--- src/rtl/set_unit_pipe.sv ---
// rtl/set_unit_pipe.sv - two-stage set-condition unit returning cond and Z/N/V/C of a - b
// Optional feature: define SET_UNSIGNED_EN to support SLTU/SGEU; otherwise they return 0 and flag illegal.
module set_unit_pipe #(
    parameter int WIDTH = 32
) (
    input  logic             clk,
    input  logic             rst_n,
    input  logic             in_valid,
    output logic             in_ready,
    input  logic [WIDTH-1:0] a,
    input  logic [WIDTH-1:0] b,
    input  logic [2:0]       op,
    output logic             out_valid,
    input  logic             out_ready,
    output logic [WIDTH-1:0] result,
    output logic [3:0]       flags,
    output logic             illegal
);
    localparam logic [2:0] OP_SEQ  = 3'b000;
    localparam logic [2:0] OP_SNE  = 3'b001;
    localparam logic [2:0] OP_SLT  = 3'b010;
    localparam logic [2:0] OP_SGT  = 3'b011;
    localparam logic [2:0] OP_SLE  = 3'b100;
    localparam logic [2:0] OP_SGE  = 3'b101;
    localparam logic [2:0] OP_SLTU = 3'b110;
    localparam logic [2:0] OP_SGEU = 3'b111;

    logic [WIDTH:0] diff;
    logic           z_c;
    logic           n_c;
    logic           v_c;
    logic           c_c;

    logic           s1_valid;
    logic           s1_z;
    logic           s1_n;
    logic           s1_v;
    logic           s1_c;
    logic [2:0]     s1_op;

    logic           s2_adv;
    logic           s1_adv;
    logic           accept;
    logic           cond;
    logic           ill;
    logic           lt;

    // Two's-complement subtract; the carry-out is the inverse of the unsigned borrow.
    assign diff = {1'b0, a} + {1'b0, ~b} + {{WIDTH{1'b0}}, 1'b1};
    assign z_c  = (diff[WIDTH-1:0] == '0);
    assign n_c  = diff[WIDTH-1];
    assign v_c  = (a[WIDTH-1] != b[WIDTH-1]) & (n_c != a[WIDTH-1]);
    assign c_c  = ~diff[WIDTH];

    assign s2_adv   = ~out_valid | out_ready;
    assign s1_adv   = s1_valid & s2_adv;
    assign in_ready = ~s1_valid | s2_adv;
    assign accept   = in_valid & in_ready;

    always_ff @(posedge clk or negedge rst_n) begin
        if (!rst_n) begin
            s1_valid <= 1'b0;
            s1_z     <= 1'b0;
            s1_n     <= 1'b0;
            s1_v     <= 1'b0;
            s1_c     <= 1'b0;
            s1_op    <= 3'b000;
        end else if (accept) begin
            s1_valid <= 1'b1;
            s1_z     <= z_c;
            s1_n     <= n_c;
            s1_v     <= v_c;
            s1_c     <= c_c;
            s1_op    <= op;
        end else if (s1_adv) begin
            s1_valid <= 1'b0;
        end
    end

    // Signed ordering uses N^V so overflowing subtractions still compare correctly.
    always_comb begin
        cond = 1'b0;
        ill  = 1'b0;
        lt   = s1_n ^ s1_v;
        case (s1_op)
            OP_SEQ: cond = s1_z;
            OP_SNE: cond = ~s1_z;
            OP_SLT: cond = lt;
            OP_SGT: cond = ~s1_z & ~lt;
            OP_SLE: cond = s1_z | lt;
            OP_SGE: cond = ~lt;
`ifdef SET_UNSIGNED_EN
            OP_SLTU: cond = s1_c;
            OP_SGEU: cond = ~s1_c;
`else
            OP_SLTU, OP_SGEU: begin
                cond = 1'b0;
                ill  = 1'b1;
            end
`endif
            default: cond = 1'b0;
        endcase
    end

    always_ff @(posedge clk or negedge rst_n) begin
        if (!rst_n) begin
            out_valid <= 1'b0;
            result    <= '0;
            flags     <= 4'b0000;
            illegal   <= 1'b0;
        end else if (s1_adv) begin
            out_valid <= 1'b1;
            result    <= {{(WIDTH-1){1'b0}}, cond};
            flags     <= {s1_z, s1_n, s1_v, s1_c};
            illegal   <= ill;
        end else if (out_ready) begin
            out_valid <= 1'b0;
        end
    end
endmodule

--- config.mk ---
export PLATFORM = sky130hd
export DESIGN_NAME = set_unit_pipe
export DESIGN_NICKNAME = d
export VERILOG_FILES = /design/src/rtl/set_unit_pipe.sv
export SDC_FILE = /design/constraint.sdc
export NUM_CORES = 1
export LEC_CHECK = 0
export CAP_MARGIN = 20
export CORE_MARGIN = 4
export CORE_UTILIZATION = 42
export CTS_CLUSTER_DIAMETER = 80
export DETAILED_ROUTE_END_ITERATION = 10
export GPL_TIMING_DRIVEN = 0
export PLACE_DENSITY = 0.76
export SETUP_SLACK_MARGIN = 0.05
export SYNTH_ARGS = -nofsm -noshare
export SYNTH_HDL_FRONTEND = slang
export SYNTH_SLANG_ARGS = --single-unit
--- constraint.sdc ---
create_clock -name clk -period 5.8 [get_ports clk]
set_input_delay 1.45 -clock clk [delete_from_list [all_inputs] [get_ports clk]]
set_output_delay 1.45 -clock clk [all_outputs]
set_load 0.02 [all_outputs]
==> flow_summary.toml, run 1 <==
[drt]
drc_errors = 0
routedWlPerCell_um = 12.7
wirelength_mm = 7.83
drtIter0Drc = 162
antenna_left = 0
drt_pass1_iterations = 4
dr_total_vias = 3158
viasPerCell = 5.14

[floorplanning]
num_rows = 30
io_pins = 110
die_x_um = 92.6
coreArea_mm2 = 0.00687
die_y_um = 92.6
initial_core_util = 0.438
die-area_mm2 = 0.00858

[timing]
setup_viol = 0
finalHoldViolations = 0
rsz0062_at_grt = "false"
tns_ps = 0
slew_headroom = 0.572
fin_crit_sh = 0.785
max_freq_mhz = 220
slew_viol_final = 0
skew_ps = 1.17
tightest_slew_ps = 641
period_minus_slack_ps = 4550

[grt]
track_usage = 0.180
antenna_found_initial = 0
overflow = 0
grt_first_pass_wirelength_mm = 13.2
grt_max_degree = 16
grt_pass1_vias = 2961

[setup_path]
worst_ep_arrival_time_ps = 4740
setup.worst_path.start_class = "primary input"
critical_path.slowest_cell = "fa_1"
rrSetupSlack_ps = 3370
worst_setup_path_end_kind = "register"
crit_buf_inv = 2
crit_type = "primary input to register"
max_stage_delay_ps = 590
cp.depth = 14
crit_family = "compound AO/OA/AOI/OAI gates"
ff2ff_path_depth = 9
cp.required_ps = 5990
path_max_fanout = 2
crit_path_cell_trace = "clkdlybuf4s50_1 -> inv_1 -> ha_1 -> fa_1 -> nand2_8 -> nor4_2 -> nand3_1 -> a2111oi_2 -> o211ai_1 -> a2111oi_2 -> o2111ai_1 -> nor4_1 -> nand4b_1 -> nand2_1"
cp_common_cell = "a2111oi_2"

[clocking]
cts_setup_buffers = 0
clkSlewWorstSetupHoldPaths_ps = 60
cts_tree = "yes"
cts_resized = 0
cts_num_sinks = 15
cts_buffer_depth = 2
clock_latency_ps = 250
clock-root-buffer = "clkbuf_8"
cts_htree_levels = 1
numCtsBuffers = 3
cts_hold_buf = 0

[synth]
synth-seq-cells = 15
yosysUniqueCellTypes = 66
synth_top_area_cell = "ha_1"
synth_commonest_cells = "nand2_1, inv_1, a21oi_1"
ys_warn_count = 0
ys.flop_type = "dfrtp_1"
async_flop_share = 1.00
synth_area_mm2 = 0.00301
synth-edff-count = 0
synth.most_common_cell = "nand2_1"
synth-seq-area-share = 0.125
synth.area.top_cells = "ha_1, dfrtp_1, buf_4, a21oi_1, nand2_1"
synth.avg_cell_area_um2 = 7.41
yosysTopAreaCellShare = 0.133
netlist_instances = 406

[status]
run_status = "finished clean"

[hold_path]
hold_class = "register to register"
worstHoldPathCells = 2

[cells_and_area]
area.growth.synth_to_final_pct = 35.2
final_nets = 623
drive_above_1_share = 0.118
n_antenna_cell = 0
n_fill_cell = 622
final_core_util = 0.592

[placement]
portBuffers = 78
detailed_place_hpwl_mm = 6.69
routabilityCongestion = 0.884

[flow_run]
drv_cap = 0

[power]
p_leak_nw = 1.88
vdd_drop_max_mv = 0.0713
power_density_mw_per_mm2 = 158
==> through the flow <==
stage	instance area, µm²	setup slack (ps)	hold WS [ps]	instances	power [mW]
2_1_floorplan	3120	1760	457	436	0.425
3_3_place_gp	4020	1000	464	610	0.544
3_5_place_dp	4020	957	476	610	0.554
4_1_cts	4070	1210	489	614	0.642
5_1_grt	4070	993	521	614	0.692
6_report	4070	1250	485	614	0.643
==> cells by family (layout without fill, tap and decap cells) <==
logic type / Yosys count / in the layout / share of synthesized area
other: 1 / 31 / 0.00125
AO/OA/AOI/OAI: 129 / 129 / 0.283
XOR/XNOR: 17 / 17 / 0.0495
flip-flops: 15 / 15 / 0.125
buffers and inverters: 78 / 160 / 0.138
multiplexers: 16 / 16 / 0.0578
adder cells (fa/ha/maj): 33 / 33 / 0.140
AND/OR/NAND/NOR: 117 / 117 / 0.206
==> worst min-delay path, cell delays in order (launching register included) <==
cell and delay [ps]:
dfrtp_1 340, nand2_1 50, o21ai_0 60
==> power breakdown <==
part,total (mW),leakage (nW),switching [mW],internal (mW)
Combinational,0.418,1.67,0.220,0.198
Sequential,0.139,0.183,0.0146,0.125
Clock,0.0855,0.0228,0.0368,0.0487
==> state kept, by name (all words and copies together) (netlist names) <==
register and count:
s1_z 1, s1_v 1, result 1, illegal 1, s1_valid 1, out_valid 1, s1_n 1, flags 4
s1_c 1, s1_op 3
==> path summary, 6_finish.rpt <==
kind                                       start               endpoint
max in group asynchronous                  rst_n  out_valid$_DFFE_PN0P_
setup / recovery                            a[0]       s1_z$_DFFE_PN0P_
min in group asynchronous                  rst_n    illegal$_DFFE_PN0P_
hold / removal             result[0]$_DFFE_PN0P_  result[0]$_DFFE_PN0P_
hold reg to reg            result[0]$_DFFE_PN0P_  result[0]$_DFFE_PN0P_
setup reg to reg            s1_valid$_DFFE_PN0P_       s1_z$_DFFE_PN0P_
==> cell usage in the layout, fill, tap and decap left out, types with 3 or more instances in the layout <==
cell type and count:
nand4_1 4, dfrtp_1 15, clkbuf_8 3, nand3_1 7
xor2_1 10, o21bai_1 6, mux2i_1 5, clkbuf_1 6
buf_4 31, o2111ai_1 3, nor2b_1 5, inv_1 38
o21ai_0 21, clkdlybuf4s50_1 78, nand2_1 41, a211oi_1 4
a31oi_1 4, nor2_1 23, ha_1 32, a21oi_1 35
buf_2 4, a21o_1 9, o21ai_1 7, nor4_1 4
xnor2_1 7, o21a_1 7, o211ai_1 7, nand2b_1 8
conb_1 31, nor3_1 5, mux2_2 9
==> layer usage <==
layer / GRT usage / share of wire / vias up / wire [µm]
met2: 0.312 / 0.46 / 116 / 3630
met3: 0.0309 / 0.072 / 11 / 562
met5: 0 / 0 / - / 0
met4: 0.0452 / 0.015 / 0 / 114
li1: - / - / 1617 / -
met1: 0.231 / 0.45 / 1414 / 3520
==> area by class of cell <==
cell class              instances  area, µm²  share of cell area
clock buffers                   4       45.0              0.0111
multi-input cells             343       2330               0.573
flip-flops and latches         15        375              0.0923
well taps                      96        120              0.0295
inverters                      38        143              0.0351
repair buffers                 78        781               0.192
plain buffers                  40        272              0.0668
Power figures use the tool's default switching activity.
==> run 2, diff against run 1 <==
- clock period: 5.8 -> 4.2 ns (I/O delays scaled with it)
==> flow_summary.toml, run 2 (synthesis results as in run 1) <==
[clocking]
numCtsBuffers = 3
cts_buffer_depth = 2
cts_tree = "yes"
cts_htree_levels = 1
clock_latency_ps = 250
clkSlewWorstSetupHoldPaths_ps = 60
cts_num_sinks = 15
clock-root-buffer = "clkbuf_8"

[power]
p_leak_nw = 1.87
total_power_mw = 0.893
power_density_mw_per_mm2 = 219
vdd_drop_max_mv = 0.0984

[timing]
finalHoldViolations = 0
fin_crit_sh = 0.935
skew_ps = 0.712
slew_viol_final = 0
slew_headroom = 0.573
worst_slack_ps = 275
tns_ps = 0
rsz0062_at_grt = "false"
tightest_slew_ps = 638
setup_viol = 0
period_minus_slack_ps = 3930
max_freq_mhz = 255

[setup_path]
crit_family = "simple AND/OR/NAND/NOR gates"
cp.required_ps = 4390
crit_type = "primary input to register"
max_stage_delay_ps = 620
worst_ep_arrival_time_ps = 4120
critical_path.slowest_cell = "fa_2"
worst_setup_path_end_kind = "register"
cp.depth = 14
setup.worst_path.start_class = "primary input"
crit_path_cell_trace = "clkdlybuf4s50_1 -> inv_1 -> ha_2 -> fa_2 -> nand2_8 -> nor4_2 -> nand3_1 -> a2111oi_2 -> o211ai_1 -> a2111oi_2 -> o2111ai_1 -> nor4_2 -> nand4b_1 -> nand2_1"
path_max_fanout = 2
ff2ff_path_depth = 9
crit_buf_inv = 2

[drt]
met3_length_um = 576
dr_total_vias = 3177
wirelength_mm = 7.96
routedWlPerCell_um = 13.0
wl_met2_mm = 3.76
topRoutingLayerUsed = "met4"
drc_errors = 0
drtIter0Drc = 173
antenna_left = 0
wl_met1_mm = 3.52
drt_pass1_iterations = 4
viasPerCell = 5.17

[grt]
overflow = 0
grt_first_pass_wirelength_mm = 13.2
track_usage = 0.180
grt_max_degree = 16
antenna_found_initial = 0
grt_pass1_vias = 2961

[flow_run]
drv_cap = 0

[cells_and_area]
area.growth.synth_to_final_pct = 36.0
largest_registers = "flags x4, s1_op x3"
drive_above_1_share = 0.127
top_register = "flags"
final_common_cell = "clkdlybuf4s50_1"
layout_common_cells = "clkdlybuf4s50_1, nand2_1, inv_1"
n_antenna_cell = 0
final_nets = 623
largest_register_ffs = 4

[hold_path]
worstHoldPathCells = 2
hold_class = "register to register"

[floorplanning]
die-area_mm2 = 0.00858
coreArea_mm2 = 0.00687
num_rows = 30
die_x_um = 92.6
die_y_um = 92.6
io_pins = 110
initial_core_util = 0.438

[placement]
detailed_place_hpwl_mm = 6.69
portBuffers = 78
routabilityCongestion = 0.884
dp_slack_ps = -243

[status]
run_status = "finished clean"
[run 2: through the flow]
stage,area [µm²],util,hold slack [ps],std cells
floorplan,3120,-,457,436
global placement,4020,0.585,464,610
detailed placement,4020,0.585,476,610
CTS,4070,0.592,489,614
global route,4090,0.595,521,614
finish,4090,0.595,485,614
[run 2: final cells by class]
| type | instances | area (µm²) |
|---|---|---|
| clock buffer | 4 | 45.0 |
| tap | 96 | 120 |
| sequential | 15 | 375 |
| multi-input combinational | 343 | 2350 |
| fill | 623 | 2780 |
| inverter | 38 | 143 |
| buffer | 40 | 272 |
| timing repair buffer | 78 | 781 |
[run 2: repair_timing]
action	4_1_cts	5_1_grt
resized for setup	0	5
pin swaps	1	7
setup endpoints to repair	1	1
buffers inserted	0	0
hold buffers	0	0
[run 2: path summary, 6_finish.rpt]
| check | to | slack (ps) | startpoint |
|---|---|---|---|
| setup / recovery | s1_z$_DFFE_PN0P_ | 270 | a[0] |
| hold / removal | result[0]$_DFFE_PN0P_ | 490 | result[0]$_DFFE_PN0P_ |
| setup reg to reg | s1_z$_DFFE_PN0P_ | 1790 | s1_valid$_DFFE_PN0P_ |
| hold reg to reg | result[0]$_DFFE_PN0P_ | 490 | result[0]$_DFFE_PN0P_ |
| max in group asynchronous | out_valid$_DFFE_PN0P_ | 2600 | rst_n |
| min in group asynchronous | illegal$_DFFE_PN0P_ | 1200 | rst_n |
[run 2: power breakdown]
part / internal [mW] / total, mW / switching [mW]
registers: 0.172 / 0.193 / 0.0202
logic: 0.275 / 0.583 / 0.308
clock network: 0.0673 / 0.118 / 0.0505
[run 2: per-layer routing]
| layer | vias to the layer above | GRT usage |
|---|---|---|
| li1 | 1617 | - |
| met1 | 1438 | 0.231 |
| met2 | 111 | 0.312 |
| met3 | 11 | 0.0309 |
| met4 | 0 | 0.0452 |
| met5 | - | 0 |
[run 2: worst min-delay path, cell delays in order (launching register included)]
cell     delay [ps]
dfrtp_1         340
nand2_1          50
o21ai_0          60
